### config.mk
export PLATFORM = sky130hd
export DESIGN_NAME = pipeline_hazard_ctrl
export DESIGN_NICKNAME = d
export VERILOG_FILES = /design/src/rtl/pipeline_hazard_ctrl.sv
export SDC_FILE = /design/constraint.sdc
export NUM_CORES = 1
export LEC_CHECK = 0
export CORE_MARGIN = 3
export CORE_UTILIZATION = 50
export CTS_BUF_LIST = sky130_fd_sc_hd__clkbuf_2
export CTS_CLUSTER_DIAMETER = 100
export CTS_CLUSTER_SIZE = 16
export DETAILED_ROUTE_END_ITERATION = 7
export PLACE_DENSITY = 0.78
export SLEW_MARGIN = 20
export SYNTH_ARGS = -nofsm -noshare
export SYNTH_HDL_FRONTEND = slang
export SYNTH_SLANG_ARGS = --single-unit
### constraint.sdc
create_clock -name clk -period 4.8 [get_ports clk]
set_clock_uncertainty 0.2 [all_clocks]
set_input_delay 0.48 -clock clk [delete_from_list [all_inputs] [get_ports clk]]
set_output_delay 0.48 -clock clk [all_outputs]
set_load 0.01 [all_outputs]
### src/rtl/pipeline_hazard_ctrl.sv
// Hazard controller for an in-order pipeline: load-use bubbles,
// taken-branch flushes, data-memory wait stalls and perf counters.
module pipeline_hazard_ctrl #(
  parameter int LOAD_USE_BUBBLES = 1,
  parameter int FLUSH_CYCLES     = 2
) (
  input  logic        clk,
  input  logic        reset,
  input  logic [6:0]  id_opcode,
  input  logic [4:0]  id_rs1,
  input  logic [4:0]  id_rs2,
  input  logic [6:0]  ex_opcode,
  input  logic [4:0]  ex_rd,
  input  logic        branch_taken_ex,
  input  logic        mem_busy,
  output logic        stall_if,
  output logic        stall_dec,
  output logic        nop_dec,
  output logic        flush_if,
  output logic [31:0] stall_count,
  output logic [31:0] flush_count
);

  typedef enum logic [1:0] {
    RUN,
    BUBBLE,
    FLUSH,
    MEMWAIT
  } state_t;

  localparam logic [6:0] OP_LUI   = 7'b0110111;
  localparam logic [6:0] OP_AUIPC = 7'b0010111;
  localparam logic [6:0] OP_JAL   = 7'b1101111;
  localparam logic [6:0] OP_REG   = 7'b0110011;
  localparam logic [6:0] OP_STORE = 7'b0100011;
  localparam logic [6:0] OP_BR    = 7'b1100011;
  localparam logic [6:0] OP_LOAD  = 7'b0000011;

  localparam logic [2:0] FL_INIT = 3'(FLUSH_CYCLES - 1);
  localparam logic [2:0] LU_INIT = 3'(LOAD_USE_BUBBLES - 1);
  localparam state_t FL_NEXT = (FLUSH_CYCLES == 1) ? RUN : FLUSH;
  localparam state_t LU_NEXT = (LOAD_USE_BUBBLES == 1) ? RUN : BUBBLE;

  state_t      state_q, state_d;
  logic [2:0]  cnt_q, cnt_d;
  logic [31:0] stall_cnt_q, stall_cnt_d;
  logic [31:0] flush_cnt_q, flush_cnt_d;

  logic rs1_used, rs2_used, load_use;

  always_comb begin
    rs1_used = !(id_opcode == OP_LUI || id_opcode == OP_AUIPC ||
                 id_opcode == OP_JAL);
    rs2_used = (id_opcode == OP_REG) || (id_opcode == OP_STORE) ||
               (id_opcode == OP_BR);
    load_use = (ex_opcode == OP_LOAD) && (ex_rd != 5'd0) &&
               ((rs1_used && ex_rd == id_rs1) ||
                (rs2_used && ex_rd == id_rs2));
  end

  always_comb begin
    state_d   = state_q;
    cnt_d     = cnt_q;
    stall_if  = 1'b0;
    stall_dec = 1'b0;
    nop_dec   = 1'b0;
    flush_if  = 1'b0;
    if (reset) begin
      state_d  = RUN;
      cnt_d    = 3'd0;
      nop_dec  = 1'b1;
      flush_if = 1'b1;
    end else if (branch_taken_ex) begin
      state_d  = FL_NEXT;
      cnt_d    = FL_INIT;
      nop_dec  = 1'b1;
      flush_if = 1'b1;
    end else if (mem_busy) begin
      stall_if  = 1'b1;
      stall_dec = 1'b1;
      // A pending flush is only paused, not dropped
      if (state_q != FLUSH) begin
        state_d = MEMWAIT;
      end
    end else begin
      unique case (state_q)
        BUBBLE: begin
          stall_if = 1'b1;
          nop_dec  = 1'b1;
          state_d  = (cnt_q <= 3'd1) ? RUN : BUBBLE;
          cnt_d    = (cnt_q == 3'd0) ? 3'd0 : cnt_q - 3'd1;
        end
        FLUSH: begin
          flush_if = 1'b1;
          nop_dec  = 1'b1;
          state_d  = (cnt_q <= 3'd1) ? RUN : FLUSH;
          cnt_d    = (cnt_q == 3'd0) ? 3'd0 : cnt_q - 3'd1;
        end
        default: begin
          state_d = RUN;
          if (load_use) begin
            stall_if = 1'b1;
            nop_dec  = 1'b1;
            state_d  = LU_NEXT;
            cnt_d    = LU_INIT;
          end
        end
      endcase
    end
  end

  always_comb begin
    stall_cnt_d = stall_cnt_q;
    flush_cnt_d = flush_cnt_q;
    if (reset) begin
      stall_cnt_d = 32'd0;
      flush_cnt_d = 32'd0;
    end else begin
      if (stall_if) stall_cnt_d = stall_cnt_q + 32'd1;
      if (flush_if) flush_cnt_d = flush_cnt_q + 32'd1;
    end
  end

  always_ff @(posedge clk) begin
    state_q     <= state_d;
    cnt_q       <= cnt_d;
    stall_cnt_q <= stall_cnt_d;
    flush_cnt_q <= flush_cnt_d;
  end

  assign stall_count = stall_cnt_q;
  assign flush_count = flush_cnt_q;

endmodule

=== Word level (Yosys, flattened, before mapping) ===
Index checks and enable logic that the tools add are counted.

* Flip-flop bits (word level): 69
* Input port bits: 33
* Word-level logic and storage cells: 71

* $add $sub $neg: 3
* Muxes and demuxes: 27
* Reduce and logical (&&, ||, !) cells: 18
* Order comparisons: 1
* Bitwise gates (word level): 1
* Equality and inequality tests: 15

{| class="wikitable"
|+ Operators with widths
! cell !! number
|-
| $add 32x1->32 const B || 2
|-
| $eq 7x6->1 const B || 3
|-
| $mux 1 || 18
|-
| $eq 7x7->1 const B || 2
|-
| $eq 5x5->1 || 2
|-
| $mux 3 || 3
|-
| $mux 2 || 4
|-
| $eq 7x2->1 const B || 1
|-
| $eq 7x5->1 const B || 1
|-
| $logic_or 1x1->1 || 5
|-
| $reduce_bool 5->1 || 1
|-
| $logic_and 1x1->1 || 4
|-
| $ne 2x2->1 const B || 2
|-
| $pmux 2 s2 || 1
|-
| $reduce_and 2->1 || 2
|-
| $reduce_or 2->1 || 2
|-
| $le 3x1->1 const B || 1
|-
| $logic_not 3->1 || 1
|-
| $ne 3x2->1 const B || 1
|-
| $reduce_bool 3->1 || 1
|-
| $sub 3x1->3 const B || 1
|-
| $eq 2x1->1 const B || 1
|-
| $eq 2x2->1 const B || 1
|-
| $ne 2x1->1 const B || 1
|-
| other kinds (4) || 4
|}

=== Depth between registers and ports, before layout ===
Gate-level depths: netlist of the first run.

* Word-level depth: 12
* Depth in mapped cells: 8
* Gate-level depth less buffers: 7

=== Worst setup path after synthesis of the first run ===
OpenSTA, ideal clock, no wires.

* Path kind: in2reg
* From: input id_opcode[3]
* To: register stall_cnt_q[7] (netlist: stall_count[7])
* Library setup time: 121 ps
* Slack: 2,235 ps
* Cell stages on the path: 6
* Data arrival time: 2,244 ps
* Required time: 4,479 ps
* Path through: or3b_4 -> nor4_4 -> a41oi_2 -> buf_6 -> a2111oi_2 -> mux2_2

* Word-level cells in the longest chain between the ends: 12

{| class="wikitable"
|+ RTL lines
! item !! line !! RTL
|-
| start: declaration || 9 || <nowiki>input logic [6:0] id_opcode,</nowiki>
|-
| $eq 7x6->1 or $eq 7x5->1 (tied branches) || 52 || <nowiki>rs1_used = !(id_opcode == OP_LUI || id_opcode == OP_AUIPC ||</nowiki>
|-
| $logic_or 1x1->1 (2 in a row) || 52 ||
|-
| $logic_not 1->1 || 52 ||
|-
| $logic_and 1x1->1 || 57 || <nowiki>((rs1_used && ex_rd == id_rs1) ||</nowiki>
|-
| $logic_or 1x1->1 (*) || 57 ||
|-
| $logic_and 1x1->1 (*) || 56 || <nowiki>load_use = (ex_opcode == OP_LOAD) && (ex_rd != 5'd0) &&</nowiki>
|-
| $mux 1 (*) || 101 || <nowiki>if (load_use) begin</nowiki>
|-
| $pmux 1 s2 (*) || 86 || <nowiki>unique case (state_q)</nowiki>
|-
| $mux 1 (*) || 78 || <nowiki>end else if (mem_busy) begin</nowiki>
|-
| $mux 1 (*) || 73 || <nowiki>end else if (branch_taken_ex) begin</nowiki>
|-
| $mux 1 (*) || 68 || <nowiki>if (reset) begin</nowiki>
|-
| end signal: assignment || 127 || <nowiki>stall_cnt_q <= stall_cnt_d;</nowiki>
|-
| end: declaration || 46 || <nowiki>logic [31:0] stall_cnt_q, stall_cnt_d;</nowiki>
|}

Every way passes the cells marked *; elsewhere a longest branch is shown, timed or not.
A chain may end at the register's enable or synchronous reset.

=== Worst setup path after layout of the first run ===
* From: input id_opcode[3]
* To: output stall_if

* Word-level cells in the longest chain between the ends: 12

{| class="wikitable"
|+ RTL lines
! item !! line !! RTL
|-
| $eq 7x6->1 or $eq 7x5->1 (tied branches) || 52 ||
|-
| $logic_or 1x1->1 (2 in a row) || 52 ||
|-
| $logic_not 1->1 || 52 ||
|-
| $logic_and 1x1->1 || 57 ||
|-
| $logic_or 1x1->1 (*) || 57 ||
|-
| $logic_and 1x1->1 (*) || 56 ||
|-
| $mux 1 (*) || 101 ||
|-
| $pmux 1 s2 (*) || 86 ||
|-
| $mux 1 (*) || 78 ||
|-
| $mux 1 (*) || 73 ||
|-
| $mux 1 (*) || 68 ||
|-
| end: declaration || 16 || <nowiki>output logic stall_if,</nowiki>
|}

Marks and branches as above.

==> summary.md, run 1 <==
| Metric | Value |
|---|---|
| Pwr/cell area | 204 nW/µm² |
| Worst Tran Pin Value | between 0.9 and 1 ns |
| Final Hold Vio Count | 0 |
| Worst-path clk slew | roughly 0.23 ns |
| H-tree levels | 3 |
| Layout Nets | 606 |
| Residual DRC | 0 |
| Synth Cell Area | 4090 µm² |
| Mapped Cells | 477 |
| Die width | just under 100 µm |
| CP peak stage delay | between 0.5 and 0.6 ns |
| Clk buf depth | 2 |
| Final Critical Period | roughly 3.6 ns |
| WS Path Type | in -> out |
| CP most frequent cell | clkdlybuf4s50_1 |
| Share of the synthesized area in the top cell type | 0.338 |
| Layout fillers | 700 |
| Most common cell in the netlist | dfxtp_1 |
| Slowest cell on the critical path | clkdlybuf4s50_1 |
| Floorplan core area | roughly 7800 µm² |
| Inst Count DP | ~660 |
| Postcts setup bufs | 0 |
| Antenna-violating nets left | 0 |
| Netlist cell types | 53 |
| Post-route setup TNS | 0 ns |
| Post-Layout Cell Count | approximately 670 |
| Setup crit start | id_opcode[3] |
| Vias | 3808 |
| Status | finished clean |
| RSZ-0062 raised after global routing | false |
| # diodes | 0 |
| Share of cells above drive strength 1 | 0.128 |
| Worst-skew pair later-pin latency | ~0.52 ns |
| Rel. slew slack | 0.393 |
| Max VDD drop | 0.133 mV |
| Cts hold-fix bufs | 0 |
| DR vias/cell | 5.65 |
| RePlAce Congestion | ~0.8 |
| Max Slew Vio Count | 0 |
| Post-synth EDFFs | 0 |
| Die Area | about 9300 µm² |
| Largest net degree at the start of global routing | 98 |
| Max FO, Critical Path | 31 |
| Static Leak | 1.73 nW |
| Initial cell density of the core | 0.521 |
| Synth warnings | 0 |
| Critical Path Sink Type | output port |
| Post-synth top cells | dfxtp_1, nor2_1, nor2b_1 |
| Worst R2R Start | state_q[0] |
| Resized cells post-CTS | 0 |
| Hold path cells | 4 |
| CP arrival | ~3 ns |
| Row count | 32 |
| R2r worst-path depth | 8 |
| Boundary Pins | between 100 and 150 |
| Initial antenna violation count | 0 |
| GRT overflow | 0 |
| First-pass GRT wire length | 16.6 mm |
| Die Y | ~96 µm |
| Gr usage total | 0.224 |
| CTS tree | done |
| # clock sinks | a little under 70 |
| Drt first pass iters | 4 |
| Top FF cell, synth | dfxtp_1 |
| Number of max-cap violations | 0 |
| Routed WL per cell | ~15 µm |
| Startpoint Class | primary input |
| HP Start | reset |
| Synth Register Bits | 69 |
| Avg Cell Area, Syn | about 8.6 µm² |
| Hold WC Path Type | in -> reg |
| Vias in the first global route | 3627 |
| Layout area overhead | 28.7% |
| Ranking of synthesized cells by area | dfxtp_1, mux2_2, nor2_1 |
| Asr flop ratio synth | 0 |
| # setup viols final | 0 |
| Post-DP HPWL | between 7 and 8 mm |
| DR iter-0 viols | 160 |
| Port bufs | 100 |
| WL final | about 10 mm |
| Cts bufs inserted | 9 |
| Root Driver | clkbuf_2 |
| Crit-path cells | clkdlybuf4s50_1 -> or3b_4 -> nor4_4 -> a41oi_4 -> buf_4 -> a21o_1 -> inv_1 -> clkdlybuf4s50_1 |
| Period utilization | 0.758 |
| Synth area leader | dfxtp_1 |
| Fmax | ~0.27 GHz |
| Crit path required time | between 4 and 5 ns |
| Register area share after synthesis | 0.338 |
| Net Count, Synth | slightly above 500 |
flip-flops by register name, summed over array words and instances, names as in the netlist:
name and cells:
cnt_q 3, flush_count 32, stall_count 32, state_q 2
path summary, 6_finish.rpt:
check	to	slack [ns]
worst min-delay path	flush_count[1]	0.15
worst min register to register	flush_count[1]	0.31
worst max-delay path	stall_if	1.16
worst max register to register	flush_count[24]	2.10
power by group:
part	switching, mW	total (mW)	internal, mW
combinational	0.0731	0.132	0.0592
clock	0.232	0.354	0.122
sequential	0.00695	0.587	0.580
per-stage QoR:
step / instance area (µm²) / setup slack, ns / utilization / total power [mW] / hold WS (ns)
floorplan: 4090 / 2.24 / - / 0.676 / 0.272
global placement: 5140 / 1.19 / 0.655 / 0.727 / 0.275
detailed placement: 5140 / 1.16 / 0.655 / 0.730 / 0.287
CTS: 5260 / 1.15 / 0.670 / 1.08 / 0.125
global route: 5260 / 1.02 / 0.670 / 1.12 / 0.185
finish: 5260 / 1.16 / 0.670 / 1.07 / 0.151
layer usage:
metal,routed length [µm],vias to the layer above,global-route usage
met3,510,20,0.0581
met1,4450,1781,0.276
met5,0,-,0
met2,5000,109,0.378
met4,217,0,0.0736
li1,-,1898,-
logic make-up after synthesis:
group	share of synthesized area
simple gates	0.289
flops	0.338
xor+xnor	0.0622
compound gates	0.154
fa+ha+maj	0.0184
buf+inv	0.0438
mux	0.0949
cells in the final DEF (no fill, tap or decap), drive strengths merged, types with 13 or more instances in the layout:
cell type	count
clkdlybuf4s50	99
dfxtp	69
nor2	64
nor2b	30
mux2	30
nand3	26
nand2	24
nand4	19
inv	18
xnor2	17
a2111oi	17
o21ai	14
a21oi	13
a211oi	13
final cells by class:
type	count	area, µm²	share of cell area
clock buffer	9	45.0	0.00857
clock inverter	7	73.8	0.0140
inverter	16	60.1	0.0114
multi-input combinational	366	2540	0.482
sequential	69	1380	0.263
tap	102	128	0.0243
timing repair buffer	105	1030	0.197
worst max-delay path, delay by kind of cell:
family,cells,cell delay [ns]
buf+inv,4,1.31
simple gates,2,0.75
compound gates,2,0.41
Power figures use the tool's default switching activity.
==> run 2, diff against run 1 <==
CORE_UTILIZATION = 46   (was 50)
PLACE_DENSITY = 0.75   (was 0.78)
clock period = 3 ns   (was 4.8 ns; I/O delays follow)
==> summary.md, run 2 (synthesis gave the netlist of run 1 again) <==
| Metric | Value |
|---|---|
| Vias | 3945 (+3.6%) |
| Max VDD drop | 0.252 mV (+90%) |
| Layout fillers | 719 (+2.7%) |
| Row count | 33 (+3.1%) |
| Most frequent cells in the layout | clkdlybuf4s50_1, dfxtp_1, nor2_1 |
| Rel. slew slack | 0.627 (+0.234) |
| Max Slew Vio Count | 0 (unchanged) |
| Cts bufs inserted | 9 (unchanged) |
| DR vias/cell | 5.68 (+0.47%) |
| Clk buf depth | 2 (unchanged) |
| Status | finished clean |
| Port bufs | 100 (unchanged) |
| R2r worst-path depth | 5 (-3) |
| Initial antenna violation count | 0 (unchanged) |
| Worst Hold Margin | 0.280 ns (+0.130 ns) |
| Drt first pass iters | 4 (unchanged) |
| Initial cell density of the core | 0.485 (-0.0356) |
| Final core occ | 0.649 (-0.0208) |
| Inst Count DP | 679 (+3.2%) |
| Worst-path clk slew | 0.19 ns (-0.04 ns) |
| Vias in the first global route | 3714 (+2.4%) |
| Critical Path End | stall_count[16] |
| Layout area overhead | 33.8% |
| WL final | 10.3 mm (+1.1%) |
| Final Hold Vio Count | 0 (unchanged) |
| Layout Nets | 625 (+3.1%) |
| Startpoint Class | flip-flop |
| Gr usage total | 0.211 (-0.0121) |
| Worst R2R Start | stall_count[3] |
| DR iter-0 viols | 102 (-36%) |
| RePlAce Congestion | 0.883 (+7.5%) |
| Switching part of the total power | 0.255 (-0.0357) |
| GRT overflow | 0 (unchanged) |
| # setup viols final | 0 (unchanged) |
| Static Leak | 1.88 nW (+8.3%) |
| Die Y | 100 µm (+4.0%) |
| Period utilization | 0.895 |
| Boundary Pins | 101 (unchanged) |
| Pwr/cell area | 343 nW/µm² (+68%) |
| Routed WL per cell | 14.8 µm (-1.9%) |
| Die width | 100 µm (+4.0%) |
| Floorplan core area | 8420 µm² (+7.3%) |
| Worst-skew pair later-pin latency | 0.51 ns (about the same) |
| Post-DP HPWL | 7.61 mm (+4.3%) |
| Post-Layout Cell Count | 695 (+3.1%) |
| H-tree levels | 3 (unchanged) |
| Final Critical Period | around 2.7 ns |
| Reg2reg end | stall_count[16] |
| Root Driver | clkbuf_2 |
| Crit path required time | 3.19 ns (-0.93 ns) |
| Residual DRC | 0 (unchanged) |
| CP arrival | 2.87 ns (-0.09 ns) |
| Critical Path Sink Type | flip-flop |
| Seq pwr share | 0.501 (-0.046) |
| # clock sinks | 69 (unchanged) |
| CTS tree | done |
| Combinational power share | 0.125 (+0.002) |
| Internal cell power | 1.40 mW (+83%) |
| Worst Tran Pin Value | 0.559 ns (-0.351 ns) |
| WS Path Type | reg -> reg |
| Max FO, Critical Path | 8 (-74%) |
| Setup slack, reg-to-reg | 0.31 ns (-1.79 ns) |
| # diodes | 0 (unchanged) |
| Hold WC Path Type | in -> reg |
| Area taken by multi-input logic gates | 2550 µm² (+0.64%) |
| Sequential standard cell area | 1380 µm² (about the same) |
| Clk network pwr share | 0.375 (+0.046) |
| Setup crit start | stall_count[3] |
| Fmax | between 0.3 and 0.4 GHz |
| Antenna-violating nets left | 0 (unchanged) |
| First-pass GRT wire length | 17.5 mm (+5.2%) |
| Die Area | 10000 µm² (+8.1%) |
| Post-route setup TNS | 0 ns (unchanged) |
| RSZ-0062 raised after global routing | false |
| Sw power | 0.478 mW (+53%) |
| Number of max-cap violations | 0 (unchanged) |
| Commonest non-fill, non-tap cell in the layout | clkdlybuf4s50_1 |
| Share of cells above drive strength 1 | 0.159 (+0.0317) |
| Largest net degree at the start of global routing | 61 (-38%) |
-- run 2: changes by cell type in the layout (fill, tap and decap cells not counted), sizes merged --
cell,previous run,this run
buf,6,24
clkinvlp,3,0
bufinv,1,3
clkdlybuf4s50,99,97
clkinv,1,3
dlymetal6s2s,0,2
inv,18,16
dlygate4sd3,0,1
-- run 2: layout make-up --
class	instances	area share
inverters	16	0.0110
flip-flops and latches	69	0.253
repair buffers	124	0.216
multi-input cells	366	0.467
clock inverters	6	0.0206
clock buffers	9	0.00824
well taps	105	0.0240
-- run 2: worst min path at each step --
stage | start | end | cells after the start
2_1_floorplan | branch_taken_ex | state_q[1] | 2
3_3_place_gp | stall_count[16] | stall_count[16] | 1
3_5_place_dp | flush_count[1] | flush_count[1] | 2
4_1_cts | branch_taken_ex | state_q[1] | 3
5_1_grt | branch_taken_ex | state_q[1] | 3
6_report | branch_taken_ex | state_q[1] | 3
-- run 2: critical path, cell delays in order, from the launching register on --
cell	delay, ns
dfxtp_1	0.52
nand4_2	0.19
or4_1	0.82
a2111oi_0	0.47
a21bo_2	0.29
mux2i_1	0.11
-- run 2: what timing repair did --
item / 4_1_cts / 5_1_grt
gates cloned: 0 / 0
endpoints found under the setup margin: 2 / 2
resized for setup: 5 / 2
pin swaps: 2 / 1
setup buffers: 0 / 0
hold buffers: 1 / 0
hold endpoints to repair: 2 / 0
-- run 2: layer usage --
metal / global-route usage / wire length, µm / vias to the layer above
li1: - / - / 1946
met1: 0.260 / 4390 / 1848
met2: 0.373 / 5130 / 133
met3: 0.0479 / 641 / 18
met4: 0.0518 / 131 / 0
met5: 0 / 0 / -
-- run 2: metrics by stage --
| stage | setup WS, ns | total power [mW] | area (µm²) |
|---|---|---|---|
| floorplan | 0.615 | 1.08 | 4090 |
| global placement | -0.0649 | 1.18 | 5280 |
| detailed placement | -0.154 | 1.18 | 5280 |
| CTS | 0.00626 | 1.90 | 5460 |
| global route | 0.151 | 1.96 | 5470 |
| finish | 0.314 | 1.87 | 5470 |
-- run 2: power groups by stage --
stage	clock network (mW)	registers [mW]	logic (mW)
2_1_floorplan	0	0.958	0.124
3_3_place_gp	0	0.956	0.223
3_5_place_dp	0	0.957	0.228
4_1_cts	0.723	0.939	0.234
5_1_grt	0.759	0.942	0.256
6_report	0.702	0.939	0.234
